<file path="config.mk">
export PLATFORM = sky130hd
export DESIGN_NAME = mem_arbiter
export DESIGN_NICKNAME = d
export VERILOG_FILES = /design/src/rtl/mem_arbiter.sv
export SDC_FILE = /design/constraint.sdc
export NUM_CORES = 1
export LEC_CHECK = 0
export ABC_AREA = 0
export CAP_MARGIN = 10
export CELL_PAD_IN_SITES_DETAIL_PLACEMENT = 2
export CELL_PAD_IN_SITES_GLOBAL_PLACEMENT = 2
export CORE_ASPECT_RATIO = 1.25
export CORE_MARGIN = 2
export CORE_UTILIZATION = 18
export DETAILED_ROUTE_END_ITERATION = 16
export MAX_ROUTING_LAYER = met4
export PLACE_DENSITY_LB_ADDON = 0.1
export SLEW_MARGIN = 30
export SYNTH_ARGS = -nofsm -noshare
export SYNTH_HDL_FRONTEND = slang
export SYNTH_SLANG_ARGS = --single-unit
</file>
<file path="constraint.sdc">
create_clock -name clk -period 2.72 [get_ports clk]
set_input_delay 0.816 -clock clk [delete_from_list [all_inputs] [get_ports clk]]
set_output_delay 0.816 -clock clk [all_outputs]
set_load 0.02 [all_outputs]
</file>
<file path="src/rtl/mem_arbiter.sv">
// mem_arbiter
// -----------------------------------------------------------------------------
// Shares one word-wide, byte-addressed memory port between the instruction
// fetch requester (I) and the load/store requester (D).
//
// Arbitration is per cycle:
//   - D wins when both requesters are valid.
//   - I wins when D has already been granted MAX_DSTREAK times in a row while
//     I was waiting.
// Every granted address is checked against the memory window and for word
// alignment. A faulting access never reaches the memory pins. Each grant
// produces exactly one registered response to its owner one cycle later.
//
// Ports:
//   clk, rst            rising-edge clock, asynchronous active-low reset
//   i_req_*  / i_rsp_*  fetch request handshake and response
//   d_req_*  / d_rsp_*  load/store request handshake and response
//   mem_*_o             drive for the memory instance (combinational)
//   mem_data_i          combinational read data from the memory instance
// -----------------------------------------------------------------------------
module mem_arbiter #(
  parameter int unsigned       AWIDTH      = 32,
  parameter int unsigned       DWIDTH      = 32,
  parameter logic [AWIDTH-1:0] BASE_ADDR   = AWIDTH'(32'h0100_0000),
  parameter logic [AWIDTH-1:0] MEM_BYTES   = AWIDTH'(32'h0010_0000),
  parameter int unsigned       MAX_DSTREAK = 3
) (
  input  logic              clk,
  input  logic              rst,

  input  logic              i_req_valid_i,
  output logic              i_req_ready_o,
  input  logic [AWIDTH-1:0] i_addr_i,
  output logic              i_rsp_valid_o,
  output logic [DWIDTH-1:0] i_rsp_data_o,
  output logic              i_rsp_err_o,

  input  logic              d_req_valid_i,
  output logic              d_req_ready_o,
  input  logic [AWIDTH-1:0] d_addr_i,
  input  logic [DWIDTH-1:0] d_wdata_i,
  input  logic              d_we_i,
  output logic              d_rsp_valid_o,
  output logic [DWIDTH-1:0] d_rsp_data_o,
  output logic              d_rsp_err_o,

  output logic [AWIDTH-1:0] mem_addr_o,
  output logic [DWIDTH-1:0] mem_data_o,
  output logic              mem_read_en_o,
  output logic              mem_write_en_o,
  input  logic [DWIDTH-1:0] mem_data_i
);

  typedef enum logic [1:0] {
    GNT_NONE = 2'd0,
    GNT_I    = 2'd1,
    GNT_D    = 2'd2
  } gnt_e;

  // Window bounds are one bit wider than an address, so BASE_ADDR+MEM_BYTES
  // can never wrap around to a small value.
  localparam logic [AWIDTH:0] LO_ADDR   = {1'b0, BASE_ADDR};
  localparam logic [AWIDTH:0] LAST_WORD = {1'b0, BASE_ADDR} + {1'b0, MEM_BYTES}
                                          - (AWIDTH+1)'(4);
  localparam logic [3:0]      MAX_S     = 4'(MAX_DSTREAK);

  logic [3:0]        streak_q, streak_d;
  gnt_e              gnt;
  logic [AWIDTH-1:0] gnt_addr;
  logic              fault;
  logic              access_ok;

  logic              i_rsp_valid_q, i_rsp_valid_d;
  logic              i_rsp_err_q,   i_rsp_err_d;
  logic [DWIDTH-1:0] i_rsp_data_q,  i_rsp_data_d;
  logic              d_rsp_valid_q, d_rsp_valid_d;
  logic              d_rsp_err_q,   d_rsp_err_d;
  logic [DWIDTH-1:0] d_rsp_data_q,  d_rsp_data_d;

  // ---------------------------------------------------------------------------
  // Grant selection and address check
  // ---------------------------------------------------------------------------
  // NOTE: every signal written in an always_comb gets a default at the top, so
  // no path through the block leaves it unassigned and no latch is inferred.
  always_comb begin
    gnt = GNT_NONE;
    if (d_req_valid_i && !(i_req_valid_i && (streak_q == MAX_S))) begin
      gnt = GNT_D;
    end else if (i_req_valid_i) begin
      gnt = GNT_I;
    end
  end

  assign i_req_ready_o = (gnt == GNT_I);
  assign d_req_ready_o = (gnt == GNT_D);

  assign gnt_addr  = (gnt == GNT_D) ? d_addr_i : i_addr_i;
  assign fault     = ({1'b0, gnt_addr} < LO_ADDR)
                  || ({1'b0, gnt_addr} > LAST_WORD)
                  || (gnt_addr[1:0] != 2'b00);
  assign access_ok = (gnt != GNT_NONE) && !fault;

  // ---------------------------------------------------------------------------
  // Memory drive: idle (all zero) unless a clean grant is present
  // ---------------------------------------------------------------------------
  always_comb begin
    mem_addr_o     = '0;
    mem_data_o     = '0;
    mem_read_en_o  = 1'b0;
    mem_write_en_o = 1'b0;
    if (access_ok) begin
      mem_addr_o = gnt_addr;
      if ((gnt == GNT_D) && d_we_i) begin
        mem_write_en_o = 1'b1;
        mem_data_o     = d_wdata_i;
      end else begin
        mem_read_en_o  = 1'b1;
      end
    end
  end

  // ---------------------------------------------------------------------------
  // Streak counter and next-state responses
  // ---------------------------------------------------------------------------
  always_comb begin
    streak_d = '0;
    // Counts only D grants that made a waiting I lose; saturates at MAX_S.
    if ((gnt == GNT_D) && i_req_valid_i) begin
      streak_d = (streak_q == MAX_S) ? streak_q : streak_q + 4'd1;
    end

    i_rsp_valid_d = (gnt == GNT_I);
    i_rsp_err_d   = (gnt == GNT_I) && fault;
    i_rsp_data_d  = ((gnt == GNT_I) && !fault) ? mem_data_i : '0;

    d_rsp_valid_d = (gnt == GNT_D);
    d_rsp_err_d   = (gnt == GNT_D) && fault;
    // Stores return zero data; only a clean load captures the memory word.
    d_rsp_data_d  = ((gnt == GNT_D) && !fault && !d_we_i) ? mem_data_i : '0;
  end

  // NOTE: sequential state uses non-blocking assignments so every register
  // samples the pre-edge values, independent of statement order.
  always_ff @(posedge clk or negedge rst) begin
    if (!rst) begin
      streak_q      <= '0;
      i_rsp_valid_q <= 1'b0;
      i_rsp_err_q   <= 1'b0;
      i_rsp_data_q  <= '0;
      d_rsp_valid_q <= 1'b0;
      d_rsp_err_q   <= 1'b0;
      d_rsp_data_q  <= '0;
    end else begin
      streak_q      <= streak_d;
      i_rsp_valid_q <= i_rsp_valid_d;
      i_rsp_err_q   <= i_rsp_err_d;
      i_rsp_data_q  <= i_rsp_data_d;
      d_rsp_valid_q <= d_rsp_valid_d;
      d_rsp_err_q   <= d_rsp_err_d;
      d_rsp_data_q  <= d_rsp_data_d;
    end
  end

  assign i_rsp_valid_o = i_rsp_valid_q;
  assign i_rsp_err_o   = i_rsp_err_q;
  assign i_rsp_data_o  = i_rsp_data_q;
  assign d_rsp_valid_o = d_rsp_valid_q;
  assign d_rsp_err_o   = d_rsp_err_q;
  assign d_rsp_data_o  = d_rsp_data_q;

endmodule

</file>
==> flow_summary.toml, run 1 <==
[status]
outcome = "finished with violations"
violations = "negative setup slack"

[drt]
drt_iter0_drc = 107
firstDrtPassIters = 4
wire_per_inst_um = 18.5
drc = 0
vias = 3964
via_per_inst = 4.22
drtAntennaViolNets = 0
wirelength_um = 17300

[cells_and_area]
drive_gt1_share_pct = 39.1
stdcell_count = 939
fin_area_mm2 = 0.00815
layout_commonest_cell = "clkdlybuf4s50_1"
multi_input_area_mm2 = 0.00207
nFillCells = 2056
finalNetCount = 797
area_growth_pct = 124
regArea_mm2 = 0.00180
layout_common_cells = "168 x clkdlybuf4s50_1, 77 x buf_6, 72 x dfrtp_1"

[placed_design]
placedCellCount = 893
port_buffers = 255
gp_congestion = 0.733
post_dp_cell_area_mm2 = 0.00701
pre_cts_ws_ps = -1080
hpwlAfterDp_um = 12400

[synth]
synth_xor_area_share_pct = 0.481
synthAdderAreaFrac_pct = 0.344
synthSimpleGateAreaFrac_pct = 29.8
synthDistinctLibCells = 34
synth_seq_area_share_pct = 49.5
synth_cells = 367
yosys_warnings = 0
synthesis.area_mm2 = 0.00364
synth_compound_area_share_pct = 4.95
syn_avg_cell_area_um2 = 9.91
ys_ff_latch = 72
synth_top_family_by_area = "simple AND/OR/NAND/NOR gates"
synthMuxAreaShare_pct = 0

[sta]
tns_ps = -7000
max_slew_margin_pct = 56.1
finalSetupViolations = 52
finalHoldViolations = 0
grt_setup_unrepaired = "true"
clock.fmax_mhz = 340
fin_skew_ps = 6.83
period_share_pct = 108
worst_slack_ps = -223
fin_crit_ps = 2940
tightest_slew_ps = 658
slew_viol_final = 0

[power_and_ir_drop]
combPwrFrac_pct = 18.1
peakVddDrop_mv = 0.269
p_seq_share_pct = 39.7
p_leak_nw = 3.62
p_clk_share_pct = 42.2
sw_frac_of_total_pct = 26.7
power_density_mw_per_mm2 = 333
power_w = 0.00271
p_int_w = 0.00199
switchingPower_w = 0.000726

[grt]
grt_pass1_vias = 4671
groute.usage.overall_pct = 16.3
grt_first_pass_wirelength_um = 26300
overflow = 0
antenna_found_initial = 1
grt_max_degree = 73

[floorplanning]
die_x_um = 131
io-pin-count = 269
die_h_um = 163
initial_core_util_pct = 18.2
dieArea_mm2 = 0.0214
row_count = 58
core_region_area_mm2 = 0.0200

[worst_setup_path]
cp.arrival_ps = 2130
worstReg2RegEnd = "d_rsp_data_o[26]"
critPathLaunchType = "primary input"
reg2reg_depth = 6
rr_startpoint = "streak_q[1]"
cp.required_ps = 1900
cp-end-kind = "output pin"
reg2reg_slack_ps = 1130
path_class = "primary input to output pin"
startpoint = "d_addr_i[20]"
path_max_fanout = 6
critPathCapture = "mem_addr_o[24]"

[clock_tree]
cts_tree = "yes"
h-tree-depth = 3
clock_latency_ps = 330
clk_pin_slew_ps = 60
root_buffer = "clkbuf_16"
clockBufferDepth = 2
cts_sinks = 72
cts_buffers = 9

[worst_hold_path]
worstHoldPathType = "primary input to async pin"

[job]
cap_violations = 0
worst min path at each step:
stage | cells past startpoint | endpoint | start | slack [ps]
3_5_place_dp | 2 | streak_q[0] | streak_q[0] | 550
3_3_place_gp | 2 | streak_q[0] | streak_q[0] | 520
6_report | 1 | i_rsp_data_o[15] | rst | 500
4_1_cts | 1 | i_rsp_data_o[15] | rst | 660
2_1_floorplan | 1 | streak_q[0] | streak_q[0] | 440
5_1_grt | 1 | i_rsp_data_o[18] | rst | 560
kinds of logic (layout without fill, tap and decap cells):
group / Yosys count / count (layout)
compound gates: 21 / 21
xor+xnor: 2 / 2
fa+ha+maj: 1 / 1
buf+inv: 115 / 404
flops: 72 / 72
other cells: 1 / 14
simple gates: 155 / 155
power groups by stage:
stage,Clock (W),Sequential (W),Combinational [W]
final,0.00115,0.00108,0.000490
after global routing,0.00122,0.00108,0.000531
after CTS,0.00119,0.00108,0.000480
after detailed placement,0,0.00110,0.000449
after global placement,0,0.00110,0.000440
after floorplan,0,0.00110,0.000169
critical path, cell delays in order:
cell	delay, ps
buf_8	100
nor4_4	260
nand4_1	140
buf_6	160
buf_6	130
buf_8	140
buf_6	120
o22ai_4	110
buf_6	150
synthesized netlist by cell type:
cell type	n	area (µm²)
nand2_1	18	67.6
o32ai_1	18	158
a21bo_1	1	10.0
nor3_2	47	470
nor4_2	2	25.0
nand4_2	1	12.5
buf_1	3	11.3
nand4bb_1	1	11.3
xor2_1	1	8.76
or2_1	1	6.26
and2_1	1	6.26
conb_1	1	3.75
dfrtp_1	72	1800
inv_1	65	244
nand3b_1	1	7.51
nor2_1	3	11.3
nor3_1	17	85.1
xnor2_1	1	8.76
nand2_2	1	6.26
nand3_1	20	100
nor4_1	34	213
and3_1	3	18.8
nor2b_1	1	6.26
clkbuf_1	14	52.6
buf_4	14	105
buf_2	13	65.1
ha_1	1	12.5
nor4b_2	1	15.0
nor3b_1	1	7.51
o22ai_1	2	12.5
nor4b_1	1	8.76
inv_2	1	3.75
buf_6	5	56.3
nand4_1	1	6.26
final cells by class:
class / instances / area share (%)
clock inverter: 5 / 0.491
sequential: 72 / 22.1
antenna: 1 / 0.0307
timing repair buffer: 322 / 41.7
inverter: 66 / 3.04
clock buffer: 11 / 3.10
multi-input combinational: 192 / 25.4
tap: 270 / 4.15
state kept, by name, indices dropped and copies added, names as in the netlist:
| signal | cells |
|---|---|
| d_rsp_data_o | 32 |
| d_rsp_err_o | 1 |
| d_rsp_valid_o | 1 |
| i_rsp_data_o | 32 |
| i_rsp_err_o | 1 |
| i_rsp_valid_o | 1 |
| streak_q | 4 |
repair_timing:
item | in CTS | in global routing
setup buffers | 17 | 8
gates resized for setup | 481 | 60
setup endpoints to repair | 55 | 55
gates cloned | 4 | 3
hold buffers | 0 | 0
pin swaps | 35 | 34
layer usage:
metal	up-vias	track usage (%)	part of all wire, %
met1	1949	17.1	36
met3	24	4.26	7.5
met2	176	29.5	54
met5	-	-	0
li1	1815	-	-
met4	0	5.83	2.6
metrics by stage:
step	util (%)	hold WS, ps
finish	40.8	497
global route	40.8	559
CTS	39.1	663
detailed placement	35.1	552
global placement	35.1	517
floorplan	-	439
(Power assumes the default switching activity.)
==> run 2: changes to the inputs <==
- MAX_ROUTING_LAYER: met4 -> not set
==> flow_summary.toml, run 2 (synthesized netlist as in run 1, its figures left out) <==
[cells_and_area]
layout_common_cells = "168 x clkdlybuf4s50_1, 79 x buf_6, 72 x dfrtp_1"
finalNetCount = 798
multi_input_area_mm2 = 0.00207
fin_area_mm2 = 0.00817
regArea_mm2 = 0.00180
post-route-util_pct = 41.0
layout_commonest_cell = "clkdlybuf4s50_1"
area_growth_pct = 125
nFillCells = 2062
stdcell_count = 940
drive_gt1_share_pct = 39.2

[worst_hold_path]
worstHoldPathType = "primary input to async pin"

[sta]
fin_skew_ps = 7.02
worst_slack_ps = -246
finalSetupViolations = 53
tightest_slew_ps = 660
clock.fmax_mhz = 337
fin_crit_ps = 2970
tns_ps = -7890
slew_viol_final = 0
grt_setup_unrepaired = "true"
period_share_pct = 109
finalHoldViolations = 0
max_slew_margin_pct = 56.0

[grt]
grt_max_degree = 73
antenna_found_initial = 1
grt_pass1_vias = 4652
overflow = 0
groute.usage.overall_pct = 15.8
grt_first_pass_wirelength_um = 26300

[worst_setup_path]
path_delay_family = "buffers and inverters"
path_buf_inv = 6
path_max_fanout = 6
slowest_delay_ps = 260
cpMostUsedCell = "buf_6"
cp.required_ps = 1900
path_cells = "buf_2 -> nor4b_4 -> nand4_1 -> buf_6 -> buf_6 -> buf_8 -> buf_6 -> o22ai_4 -> buf_6"
cp-end-kind = "output pin"
path_class = "primary input to output pin"
crit_path_top_delay_cell = "nor4b_4"
critPathLaunchType = "primary input"
cp.arrival_ps = 2150

[power_and_ir_drop]
switchingPower_w = 0.000724
combPwrFrac_pct = 18.2
p_clk_share_pct = 42.1
peakVddDrop_mv = 0.264
sw_frac_of_total_pct = 26.7
p_int_w = 0.00199
p_seq_share_pct = 39.7
power_density_mw_per_mm2 = 332
p_leak_nw = 3.63

[clock_tree]
clock_latency_ps = 330
cts_sinks = 72
clockBufferDepth = 2
h-tree-depth = 3
clk_pin_slew_ps = 60
postCtsHoldBufs = 0
cts_tree = "yes"
cts_buffers = 9
root_buffer = "clkbuf_16"

[drt]
vias = 3974
drt_iter0_drc = 115
via_per_inst = 4.23
firstDrtPassIters = 4
drc = 0
drtAntennaViolNets = 0
wire_per_inst_um = 18.7
wirelength_um = 17600

[floorplanning]
die_x_um = 131
io-pin-count = 269
initial_core_util_pct = 18.2
dieArea_mm2 = 0.0214
core_region_area_mm2 = 0.0200
row_count = 58
die_h_um = 163

[placed_design]
port_buffers = 255
placedCellCount = 893
pre_cts_ws_ps = -1080
hpwlAfterDp_um = 12400
gp_congestion = 0.725
post_dp_cell_area_mm2 = 0.00701

[status]
violations = "negative setup slack"
outcome = "finished with violations"

[job]
cap_violations = 0
-- run 2: final cells by class --
| cell class | instances | area share (%) |
|---|---|---|
| multi-input combinational | 192 | 25.3 |
| sequential | 72 | 22.0 |
| clock buffer | 11 | 3.09 |
| antenna | 1 | 0.0306 |
| timing repair buffer | 323 | 41.8 |
| inverter | 66 | 3.03 |
| clock inverter | 5 | 0.490 |
| tap | 270 | 4.13 |
-- run 2: layer usage --
layer	vias to the layer above	wire, µm	GRT usage (%)
met4	0	411	5.83
met3	23	1350	4.70
li1	1815	-	-
met5	-	0	0
met1	1959	6300	16.9
met2	177	9490	29.5
-- run 2: timing repair --
action	4_1_cts	5_1_grt
gates resized for setup	481	60
buffers inserted	17	7
hold endpoints to repair	0	0
cloned	4	3
endpoints found under the setup margin	55	55
pin swaps	35	34
-- run 2: final timing paths --
path,to,depth (start not counted),startpoint,slack [ps]
min in group clk,streak_q[2],2,streak_q[2],670
max in group asynchronous,d_rsp_data_o[10],1,rst,1760
setup / recovery,mem_addr_o[24],9,d_addr_i[22],-250
hold reg to reg,streak_q[2],2,streak_q[2],670
hold / removal,i_rsp_data_o[15],1,rst,500
setup reg to reg,d_rsp_data_o[4],6,streak_q[1],1130
-- run 2: power groups by stage --
stage | combinational, W | clock [W] | sequential (W)
4_1_cts | 0.000480 | 0.00119 | 0.00108
5_1_grt | 0.000535 | 0.00122 | 0.00108
2_1_floorplan | 0.000169 | 0 | 0.00110
3_3_place_gp | 0.000440 | 0 | 0.00110
3_5_place_dp | 0.000449 | 0 | 0.00110
6_report | 0.000495 | 0.00114 | 0.00108
-- run 2: stage by stage --
stage                     total power (W)  hold WS [ps]
after floorplan                   0.00127           439
after global placement            0.00154           517
after detailed placement          0.00155           552
after CTS                         0.00274           663
after global routing              0.00284           559
final                             0.00272           502
